## config.mk

```make
export PLATFORM = sky130hd
export DESIGN_NAME = alu_arbiter
export DESIGN_NICKNAME = d
export VERILOG_FILES = /design/src/rtl/alu_arbiter.sv
export SDC_FILE = /design/constraint.sdc
export NUM_CORES = 1
export LEC_CHECK = 0
export BUFFER_PORTS_ARGS = -buffer_cell sky130_fd_sc_hd__buf_2
export CORE_MARGIN = 2
export CORE_UTILIZATION = 45
export DETAILED_ROUTE_END_ITERATION = 8
export HOLD_SLACK_MARGIN = 0.05
export PLACE_DENSITY = 0.74
export REMOVE_ABC_BUFFERS = 1
export SKIP_CTS_REPAIR_TIMING = 1
export SYNTH_ARGS = -nofsm -noshare
export SYNTH_HDL_FRONTEND = slang
export SYNTH_SLANG_ARGS = --single-unit
```

## constraint.sdc

```tcl
create_clock -name clk -period 3.9 [get_ports clk]
set_input_delay 0 -clock clk [delete_from_list [all_inputs] [get_ports clk]]
set_output_delay 0 -clock clk [all_outputs]
set_load 0.005 [all_outputs]
```

## src/rtl/alu_arbiter.sv

```systemverilog
// Round-robin sharing of one 16-bit alu among NREQ valid/ready requesters; one op every 3 cycles.
// Optional ALU_ARB_ERR_EN adds rsp_err flagging the unused function code 3'b011.

module alu #(
  parameter int WIDTH = 16
) (
  input  logic [WIDTH-1:0] a,
  input  logic [WIDTH-1:0] b,
  input  logic [2:0]       f,
  output logic [WIDTH-1:0] y,
  output logic             zero,
  output logic             carry_out,
  output logic             overflow
);
  logic [WIDTH:0] sum;
  logic [WIDTH:0] diff;
  logic           sub_ovf;

  always_comb begin
    sum       = {1'b0, a} + {1'b0, b};
    diff      = {1'b0, a} - {1'b0, b};
    sub_ovf   = (a[WIDTH-1] != b[WIDTH-1]) && (diff[WIDTH-1] != a[WIDTH-1]);
    y         = '0;
    carry_out = 1'b0;
    overflow  = 1'b0;
    // carry_out on SUB/SLT is the unsigned borrow (a < b)
    case (f)
      3'b000: y = a & b;
      3'b001: y = a | b;
      3'b010: begin
        y         = sum[WIDTH-1:0];
        carry_out = sum[WIDTH];
        overflow  = (a[WIDTH-1] == b[WIDTH-1]) && (sum[WIDTH-1] != a[WIDTH-1]);
      end
      3'b100: y = a ^ b;
      3'b101: y = ~(a | b);
      3'b110: begin
        y         = diff[WIDTH-1:0];
        carry_out = diff[WIDTH];
        overflow  = sub_ovf;
      end
      3'b111: begin
        y         = {{(WIDTH-1){1'b0}}, diff[WIDTH-1] ^ sub_ovf};
        carry_out = diff[WIDTH];
      end
      default: y = '0;
    endcase
    zero = (y == '0);
  end
endmodule

module alu_arbiter #(
  parameter int WIDTH = 16,
  parameter int NREQ  = 4,
  localparam int IDW  = (NREQ > 1) ? $clog2(NREQ) : 1
) (
  input  logic                  clk,
  input  logic                  reset,
  input  logic [NREQ-1:0]       req_valid,
  output logic [NREQ-1:0]       req_ready,
  input  logic [NREQ*WIDTH-1:0] req_a,
  input  logic [NREQ*WIDTH-1:0] req_b,
  input  logic [NREQ*3-1:0]     req_f,
  output logic                  rsp_valid,
  input  logic                  rsp_ready,
  output logic [IDW-1:0]        rsp_id,
  output logic [WIDTH-1:0]      rsp_y,
  output logic                  rsp_zero,
  output logic                  rsp_carry,
  output logic                  rsp_ovf
`ifdef ALU_ARB_ERR_EN
  ,
  output logic                  rsp_err
`endif
);
  typedef enum logic [1:0] {IDLE, EXEC, RESP} state_t;

  state_t           state_reg, state_next;
  logic [IDW-1:0]   rr_ptr_reg;
  logic [IDW-1:0]   id_reg;
  logic [WIDTH-1:0] a_reg, b_reg;
  logic [2:0]       f_reg;
  logic             rsp_valid_reg;
  logic [IDW-1:0]   rsp_id_reg;
  logic [WIDTH-1:0] rsp_y_reg;
  logic             rsp_zero_reg, rsp_carry_reg, rsp_ovf_reg;

  logic [WIDTH-1:0] a_arr [NREQ];
  logic [WIDTH-1:0] b_arr [NREQ];
  logic [2:0]       f_arr [NREQ];

  for (genvar gi = 0; gi < NREQ; gi++) begin : g_unpack
    assign a_arr[gi] = req_a[gi*WIDTH +: WIDTH];
    assign b_arr[gi] = req_b[gi*WIDTH +: WIDTH];
    assign f_arr[gi] = req_f[gi*3 +: 3];
  end

  // Rotating priority search starting at rr_ptr, wrapping below NREQ
  logic           found;
  logic [IDW-1:0] grant;
  logic [IDW-1:0] idx_w;
  int             idx;

  always_comb begin
    found = 1'b0;
    grant = '0;
    idx   = 0;
    idx_w = '0;
    for (int k = 0; k < NREQ; k++) begin
      idx = int'(rr_ptr_reg) + k;
      if (idx >= NREQ) idx = idx - NREQ;
      idx_w = IDW'(idx);
      if (!found && req_valid[idx_w]) begin
        found = 1'b1;
        grant = idx_w;
      end
    end
  end

  logic accept;
  logic rsp_fire;
  logic [IDW-1:0] rr_next;

  assign accept   = (state_reg == IDLE) && found;
  assign rsp_fire = (state_reg == RESP) && rsp_ready;
  assign rr_next  = (id_reg == IDW'(NREQ-1)) ? '0 : id_reg + 1'b1;

  always_comb begin
    req_ready = '0;
    if (accept) req_ready[grant] = 1'b1;
  end

  always_comb begin
    state_next = state_reg;
    case (state_reg)
      IDLE:    if (found) state_next = EXEC;
      EXEC:    state_next = RESP;
      RESP:    if (rsp_ready) state_next = IDLE;
      default: state_next = IDLE;
    endcase
  end

  always_ff @(posedge clk) begin
    if (reset) state_reg <= IDLE;
    else       state_reg <= state_next;
  end

  logic [WIDTH-1:0] alu_y;
  logic             alu_zero, alu_carry, alu_ovf;

  alu #(.WIDTH(WIDTH)) u_alu (
    .a         (a_reg),
    .b         (b_reg),
    .f         (f_reg),
    .y         (alu_y),
    .zero      (alu_zero),
    .carry_out (alu_carry),
    .overflow  (alu_ovf)
  );

  always_ff @(posedge clk) begin
    if (reset) begin
      rr_ptr_reg    <= '0;
      id_reg        <= '0;
      a_reg         <= '0;
      b_reg         <= '0;
      f_reg         <= '0;
      rsp_valid_reg <= 1'b0;
      rsp_id_reg    <= '0;
      rsp_y_reg     <= '0;
      rsp_zero_reg  <= 1'b0;
      rsp_carry_reg <= 1'b0;
      rsp_ovf_reg   <= 1'b0;
    end else begin
      if (accept) begin
        a_reg  <= a_arr[grant];
        b_reg  <= b_arr[grant];
        f_reg  <= f_arr[grant];
        id_reg <= grant;
      end
      if (state_reg == EXEC) begin
        rsp_valid_reg <= 1'b1;
        rsp_id_reg    <= id_reg;
        rsp_y_reg     <= alu_y;
        rsp_zero_reg  <= alu_zero;
        rsp_carry_reg <= alu_carry;
        rsp_ovf_reg   <= alu_ovf;
      end
      if (rsp_fire) begin
        rsp_valid_reg <= 1'b0;
        rr_ptr_reg    <= rr_next;
      end
    end
  end

`ifdef ALU_ARB_ERR_EN
  logic rsp_err_reg;

  always_ff @(posedge clk) begin
    if (reset)                   rsp_err_reg <= 1'b0;
    else if (state_reg == EXEC)  rsp_err_reg <= (f_reg == 3'b011);
  end

  assign rsp_err = rsp_err_reg;
`endif

  assign rsp_valid = rsp_valid_reg;
  assign rsp_id    = rsp_id_reg;
  assign rsp_y     = rsp_y_reg;
  assign rsp_zero  = rsp_zero_reg;
  assign rsp_carry = rsp_carry_reg;
  assign rsp_ovf   = rsp_ovf_reg;
endmodule

```

==> out/qor.yml, run 1 <==
grt_pass1_wl_mm: 27.5
peakVddDrop_v: 0.000238
drc: 0
synthArstFlopShare_pct: 0
area_delta_synth_final_pct: 21.5
power_leakage_nw: 3.23
seq_area_frac_synth_pct: 20.6
rr_endpoint: "rsp_zero"
p_comb_share_pct: 43.2
syn_inst: 850
netlist_top_cells_area: "dfxtp_1 (21%), ha_1 (10%), a211oi_1 (6.4%)"
insertedDiodeCount: 0
ios: 173
synthFlopType: "dfxtp_1"
routedWlPerCell_um: 14.6
drt-pass1-iter-count: 6
holdPathStages: 5
ant_nets: 0
numCtsBuffers: 9
clock_path_buffers: 2
regToRegSetupSlack_ps: 410
antenna_found_initial: 0
numPortBuffers: 172
clock_sinks: 63
placed_area_mm2: 0.00708
pwr-share-seq_pct: 26.9
timing.final.crit_share_pct: 89.4
switching_share_pct: 38.4
whs_ps: 68.3
place_congestion: 0.936
dieHeight_um: 121
viasPerCell: 5.67
synth_top_area_cell: "dfxtp_1"
path_class: "reg2reg"
die_area_mm2: 0.0145
setup_viol: 0
fmax_mhz: 287
initial_core_util_pct: 46.2
hold_start: "req_b[28]"
relSlewSlack_pct: 27.3
finalSetupTns_ps: 0
grt.overflow.total: 0
syn_area_per_cell_um2: 7.20
vias: 6601
synth_top_area_share_pct: 20.6
tightest_slew_ps: 1090
status: "completed"
synth_edf_count: 0
p_clk_share_pct: 30.0
design.core.area_mm2: 0.0132
hold_class: "in2reg"
finalMaxSlewViolations: 0
syn_area_mm2: 0.00612
finClkSkew_ps: 7.44
hold-path-endpoint: "b_reg[12]"
p_int_w: 0.00181
power_switching_w: 0.00113
period_needed_ps: 3490
r2r_start: "a_reg[7]"
drv_cap: 0
num_rows: 42
multi_input_area_mm2: 0.00444
path_clk_slew_ps: 60
fillers: 1308
regArea_mm2: 0.00126
cp-end-kind: "flip-flop"
h-tree-depth: 3
synth.top_cells.by_count: "nor2_1 (98), nand2_1 (91), a21oi_1 (72)"
drt_wl_total_mm: 17.0
track_usage_pct: 23.0
ys_types: 67
nets: 1183
cts.root.buffer_cell: "clkbuf_16"
grt_pass1_vias: 5846
yosysWarnings: 0
cp.arrival_ps: 3770
yosysMostFrequentCell: "nor2_1"
grt_max_degree: 73
startpoint_type: "flip-flop"
drive_gt1_share_pct: 22.1
first_iter_violations: 475
grt_setup_unrepaired: "false"
die_x_um: 121
cp.required_ps: 4180
synth_seq_cells: 63
hpwl_mm: 12.6
worstSkewPairLatency_ps: 350
cts_tree: "yes"
reg2reg_depth: 19
power_density_mw_per_mm2: 396
hold_viol_final: 0
fin_area_mm2: 0.00744
cp_max_fo: 8
[worst max-delay path by stage]
stage,start,end,slack [ps],depth (start not counted)
finish,a_reg[7],rsp_zero,410,19
global route,a_reg[7],rsp_zero,20,19
CTS,a_reg[7],rsp_zero,230,19
detailed placement,a_reg[7],rsp_zero,270,19
global placement,a_reg[7],rsp_zero,340,19
floorplan,req_valid[0],id_reg[0],-2590,4
[worst max-delay path, stage by stage, from the launching register on]
cell	delay, ps
dfxtp_1	380
inv_1	60
ha_1	420
nor3_4	210
a41oi_1	190
and3_1	260
a21oi_2	190
o21ai_0	100
a21oi_1	160
o21bai_1	70
a21oi_1	170
fa_1	180
nand2b_1	90
o22a_1	130
o21ai_0	90
nor4_1	210
nand3_1	100
nor3_1	160
nand4_1	120
o21ai_1	140
[layout make-up]
| cell class | instances | share of cell area (%) |
|---|---|---|
| timing repair buffer | 188 | 13.6 |
| inverter | 48 | 2.42 |
| sequential | 63 | 17.0 |
| clock buffer | 9 | 3.03 |
| clock inverter | 7 | 1.40 |
| multi-input combinational | 673 | 59.6 |
| tap | 176 | 2.96 |
[layout by cell type (no fill, tap or decap), types with 7 or more instances in the layout]
| cell | instances |
|---|---|
| nor3_1 | 25 |
| nand2_1 | 91 |
| nor2b_1 | 7 |
| a31oi_1 | 10 |
| o211ai_1 | 11 |
| nor2_1 | 98 |
| xnor2_1 | 24 |
| inv_1 | 45 |
| buf_4 | 13 |
| a311oi_1 | 36 |
| nand3_1 | 13 |
| dfxtp_1 | 62 |
| and2_1 | 33 |
| mux2i_1 | 16 |
| buf_2 | 172 |
| ha_1 | 50 |
| a211o_1 | 11 |
| a21oi_1 | 71 |
| a211oi_1 | 52 |
| o21ai_0 | 23 |
| clkbuf_16 | 9 |
[cells by family after synthesis]
logic type      after synthesis  synth area share, %
simple gates                309                 23.5
compound gates              267                 30.3
buf+inv                     114                 7.61
flops                        63                 20.6
fa+ha+maj                    53                 11.2
xor+xnor                     25                 3.58
mux                          19                 3.17
[power by group through the flow]
stage,combinational (W),sequential [W],clock (W)
finish,0.00127,0.000790,0.000881
global route,0.00141,0.000802,0.000931
CTS,0.00125,0.000789,0.000898
detailed placement,0.00124,0.000802,0
global placement,0.00123,0.000799,0
floorplan,0.000860,0.000808,0
[stage by stage]
stage          setup WS [ps]  instances  power (W)  utilization [%]
2_1_floorplan          -2590        784    0.00167                -
3_3_place_gp             342       1147    0.00203             53.5
3_5_place_dp             269       1147    0.00204             53.5
4_1_cts                  234       1163    0.00294             56.0
5_1_grt                 20.5       1164    0.00315             56.2
6_report                 414       1164    0.00294             56.2
[layer usage]
| metal | track usage, % | vias to the layer above | share of wire, % | wire length [um] |
|---|---|---|---|---|
| met1 | 30.7 | 3028 | 46 | 7870 |
| met4 | 7.27 | 0 | 1.3 | 213 |
| met2 | 37.7 | 226 | 46 | 7880 |
| met5 | 0 | - | 0 | 0 |
| li1 | - | 3329 | - | - |
| met3 | 3.87 | 18 | 5.8 | 987 |
No activity file was read; power rests on OpenSTA's default activity.
==> run 2: changes to the inputs <==
--- a/config.mk
+++ b/config.mk
@@ -10,9 +10,10 @@
 export CORE_UTILIZATION = 45
 export DETAILED_ROUTE_END_ITERATION = 8
 export HOLD_SLACK_MARGIN = 0.05
-export PLACE_DENSITY = 0.74
+export PLACE_DENSITY = 0.73
 export REMOVE_ABC_BUFFERS = 1
 export SKIP_CTS_REPAIR_TIMING = 1
 export SYNTH_ARGS = -nofsm -noshare
 export SYNTH_HDL_FRONTEND = slang
+export SYNTH_HIERARCHICAL = 1
 export SYNTH_SLANG_ARGS = --single-unit
==> out/qor.yml, run 2 <==
status: "finished, violations left"
violations: "negative setup slack"
cts.root.buffer_cell: "clkbuf_16"
relSlewSlack_pct: 35.0
area_delta_synth_final_pct: 37.0
viasPerCell: 5.41
synthFlopType: "dfxtp_1"
ios: 173
setup_viol: 1
insertedDiodeCount: 0
drv_cap: 0
hold_viol_final: 0
ant_nets: 0
yosysMostFrequentCell: "nand2_1"
grt_pass1_vias: 5793
die_x_um: 123
finalMaxSlewViolations: 0
cts_tree: "yes"
numCtsBuffers: 9
seq_area_frac_synth_pct: 19.9
synth_top_area_cell: "dfxtp_1"
power_leakage_nw: 3.90
startpoint_type: "flip-flop"
drt-pass1-iter-count: 5
hold_class: "in2reg"
hpwl_mm: 13.1
fmax_mhz: 239
grt.overflow.total: 0
synth_top_area_share_pct: 19.9
vias: 6730
finClkSkew_ps: 7.72
final_util_pct: 62.9
peakVddDrop_v: 0.000235
cp_max_fo: 3
instances_no_fill: 1244
die_area_mm2: 0.0151
finalWorstSetupSlack_ps: -291
cp-end-kind: "flip-flop"
grt_setup_unrepaired: "true"
syn_area_per_cell_um2: 7.83
track_usage_pct: 22.8
grt_max_degree: 49
initial_core_util_pct: 45.9
drive_gt1_share_pct: 30.2
syn_inst: 811
nets: 1258
routedWlPerCell_um: 15.0
tightest_slew_ps: 968
clock_sinks: 63
synthArstFlopShare_pct: 0
finalSetupTns_ps: -291
synth_seq_cells: 63
grt_pass1_wl_mm: 27.6
num_rows: 43
layout_common_cells: "buf_2 (172), nand2_1 (102), dlygate4sd3_1 (73)"
period_needed_ps: 4190
first_iter_violations: 331
syn_area_mm2: 0.00635
dieHeight_um: 123
path_clk_slew_ps: 60
multi_input_area_mm2: 0.00474
antenna_found_initial: 0
mostFrequentLayoutCell: "buf_2"
ys_types: 80
power_density_mw_per_mm2: 367
worstSkewPairLatency_ps: 340
timing.final.crit_share_pct: 107
fillers: 1217
yosysWarnings: 6
synth_edf_count: 0
cp.required_ps: 4160
regToRegSetupSlack_ps: -290
synth.top_cells.by_count: "nand2_1 (102), dfxtp_1 (63), a21oi_1 (52)"
design.core.area_mm2: 0.0138
place_congestion: 0.936
clock_path_buffers: 2
finalPower_w: 0.00320
regArea_mm2: 0.00127
numPortBuffers: 172
h-tree-depth: 3
netlist_top_cells_area: "dfxtp_1 (20%), ha_1 (9.7%), mux2i_1 (7.3%)"
path_class: "reg2reg"
drt_wl_total_mm: 18.6
cp.arrival_ps: 4460
dp.cells: 1154
drc: 0
-- run 2: logic make-up (layout without fill, tap and decap cells) --
group / after synthesis / after routing / synth area share [%]
and+or+nand+nor: 255 / 255 / 20.6
AOI/OAI and AO/OA: 263 / 263 / 29.8
DFF: 63 / 63 / 19.9
buffers and inverters: 101 / 354 / 7.25
muxes: 50 / 50 / 8.08
xor gates and xnor gates: 27 / 27 / 3.73
adders and majority gates: 52 / 52 / 10.6
-- run 2: worst paths after layout --
check,cells past startpoint,end,startpoint
worst max-delay path,22,rsp_zero,a_reg[0]
worst min-delay path,4,b_reg[4],req_b[36]
worst max register to register,22,rsp_zero,a_reg[0]
worst min register to register,2,rsp_y[8],rsp_y[8]
-- run 2: per-stage QoR --
| step | setup WS [ps] | hold slack [ps] | instance area [um2] |
|---|---|---|---|
| floorplan | -26.8 | 69.1 | 6040 |
| global placement | -50.3 | 279 | 7510 |
| detailed placement | -150 | 289 | 7510 |
| CTS | -181 | -57.9 | 7840 |
| global route | -569 | 45.5 | 8700 |
| finish | -291 | 26.6 | 8700 |
-- run 2: worst max-delay path, stage by stage (launching register included) --
cell and delay (ps):
dfxtp_1 330, inv_1 70, ha_2 210, nor2_4 110, o31a_1 190, a311o_1 250, a31oi_2 120, o21ai_1 150
a21oi_1 70, nor2_1 110, nor2_1 70, o21bai_1 210, fa_2 250, nor2_2 40, a21oi_2 100, o21ai_1 80
or4_1 440, or4_4 510, nor4_4 210, and4b_1 220, and4bb_1 180, nand2_1 60, a21oi_2 140
-- run 2: final cells by class --
type	count	share of cell area [%]
inverter	42	1.81
sequential	63	14.6
multi-input combinational	647	54.5
clock buffer	9	2.59
tap	180	2.59
clock inverter	7	1.19
timing repair buffer	296	22.7
-- run 2: power by group --
| part | switching (W) | internal [W] | total [W] |
|---|---|---|---|
| clock network | 0.000326 | 0.000567 | 0.000893 |
| logic | 0.000786 | 0.000724 | 0.00151 |
| registers | 0.0000769 | 0.000716 | 0.000793 |
-- run 2: layer usage --
| layer | routed length (um) | GRT usage, % |
|---|---|---|
| met2 | 9110 | 37.6 |
| met5 | 0 | 0 |
| met4 | 190 | 5.39 |
| met1 | 8330 | 30.7 |
| met3 | 982 | 4.46 |
==> run 3: changes to the inputs <==
--- a/config.mk
+++ b/config.mk
@@ -7,10 +7,10 @@
 export LEC_CHECK = 0
 export BUFFER_PORTS_ARGS = -buffer_cell sky130_fd_sc_hd__buf_2
 export CORE_MARGIN = 2
-export CORE_UTILIZATION = 45
+export CORE_UTILIZATION = 54
 export DETAILED_ROUTE_END_ITERATION = 8
 export HOLD_SLACK_MARGIN = 0.05
-export PLACE_DENSITY = 0.73
+export PLACE_DENSITY = 0.85
 export REMOVE_ABC_BUFFERS = 1
 export SKIP_CTS_REPAIR_TIMING = 1
 export SYNTH_ARGS = -nofsm -noshare
==> out/qor.yml, run 3 (synthesis gave the netlist of run 2 again) <==
cts_tree: "yes"
clock_path_buffers: 2
path_class: "reg2reg"
area_delta_synth_final_pct: 36.7
ant_nets: 0
hold_viol_final: 0
whs_ps: 29.1
grt_pass1_vias: 6020
num_rows: 39
power_density_mw_per_mm2: 375
place_congestion: 0.981
initial_core_util_pct: 55.4
grt_max_degree: 70
fillers: 828
status: "finished, violations left"
nets: 1258
finalWorstSetupSlack_ps: -363
antenna_found_initial: 0
finClkSkew_ps: 9.58
drc: 0
cp.required_ps: 4170
insertedDiodeCount: 0
mostFrequentLayoutCell: "buf_2"
numPortBuffers: 172
layout_common_cells: "buf_2 (172), nand2_1 (102), dlygate4sd3_1 (73)"
numCtsBuffers: 9
design.core.area_mm2: 0.0115
regToRegSetupSlack_ps: -360
cp_max_fo: 4
die_area_mm2: 0.0126
h-tree-depth: 3
dieHeight_um: 112
routedWlPerCell_um: 16.6
clock_sinks: 63
cp-end-kind: "flip-flop"
drv_cap: 0
violations: "negative setup slack"
startpoint_type: "flip-flop"
die_x_um: 112
power_leakage_nw: 3.90
hold_class: "in2reg"
grt.overflow.total: 0
vias: 7051
viasPerCell: 5.84
relSlewSlack_pct: 31.3
grt_pass1_wl_mm: 27.9
final_util_pct: 75.7
instances_no_fill: 1207
multi_input_area_mm2: 0.00477
timing.final.crit_share_pct: 109
drt-pass1-iter-count: 5
grt_setup_unrepaired: "true"
finalMaxSlewViolations: 0
track_usage_pct: 26.5
cp.arrival_ps: 4530
peakVddDrop_v: 0.000247
worstSkewPairLatency_ps: 340
first_iter_violations: 551
cts.root.buffer_cell: "clkbuf_16"
tightest_slew_ps: 1020
setup_viol: 1
period_needed_ps: 4260
ios: 173
drt_wl_total_mm: 20.1
drive_gt1_share_pct: 30.4
dp.cells: 1115
hpwl_mm: 12.6
fmax_mhz: 235
path_clk_slew_ps: 60
regArea_mm2: 0.00127
run 3: cell types whose count changed in the layout (fill, tap and decap cells not counted), sizes merged:
cell,previous run,this run
clkinv,3,1
inv,44,45
clkinvlp,0,1
run 3: stage by stage:
| stage | setup TNS (ps) | worst slack, ps | power [W] | cell area [um2] |
|---|---|---|---|---|
| CTS | -258 | -258 | 0.00303 | 7780 |
| global placement | -22.8 | -22.8 | 0.00211 | 7450 |
| global route | -666 | -666 | 0.00343 | 8680 |
| finish | -363 | -363 | 0.00325 | 8680 |
| floorplan | -26.8 | -26.8 | 0.00168 | 6040 |
| detailed placement | -192 | -192 | 0.00213 | 7450 |
run 3: routing by layer:
metal  wire length [um]  track usage (%)
met5                  0                0
met4                506             7.56
met3               1360             4.16
met2               9830             45.7
met1               8380             34.5
run 3: path summary, 6_finish.rpt:
| check | start | end | depth (start not counted) |
|---|---|---|---|
| setup / recovery | a_reg[2] | rsp_zero | 22 |
| hold / removal | req_a[43] | a_reg[11] | 4 |
| setup reg to reg | a_reg[2] | rsp_zero | 22 |
| hold reg to reg | rsp_id[0] | rsp_id[0] | 2 |
run 3: critical path, cell delays in order, from the launching register on:
cell,delay [ps]
dfxtp_2,350
buf_4,130
ha_4,140
nand2b_4,120
o31a_1,200
a311o_1,270
a31oi_2,120
o21ai_1,140
a21oi_1,70
nor2_1,110
nor2_1,60
o21bai_1,210
fa_2,240
nor2_2,40
a21oi_1,110
o21ai_1,90
or4_1,400
or4_4,530
nor4_4,240
and4b_1,250
and4bb_1,190
nand2_1,60
a21oi_2,120
run 3: cell type report:
class / instances / area share [%]
inverter: 42 / 1.82
tap: 143 / 2.06
sequential: 63 / 14.6
clock inverter: 7 / 1.18
multi-input combinational: 647 / 54.9
clock buffer: 9 / 2.60
timing repair buffer: 296 / 22.8
run 3: where the power goes:
part / internal, W / switching (W) / total [W]
clock: 0.000567 / 0.000332 / 0.000899
sequential: 0.000717 / 0.0000748 / 0.000792
combinational: 0.000733 / 0.000828 / 0.00156
total: 0.00202 / 0.00123 / 0.00325
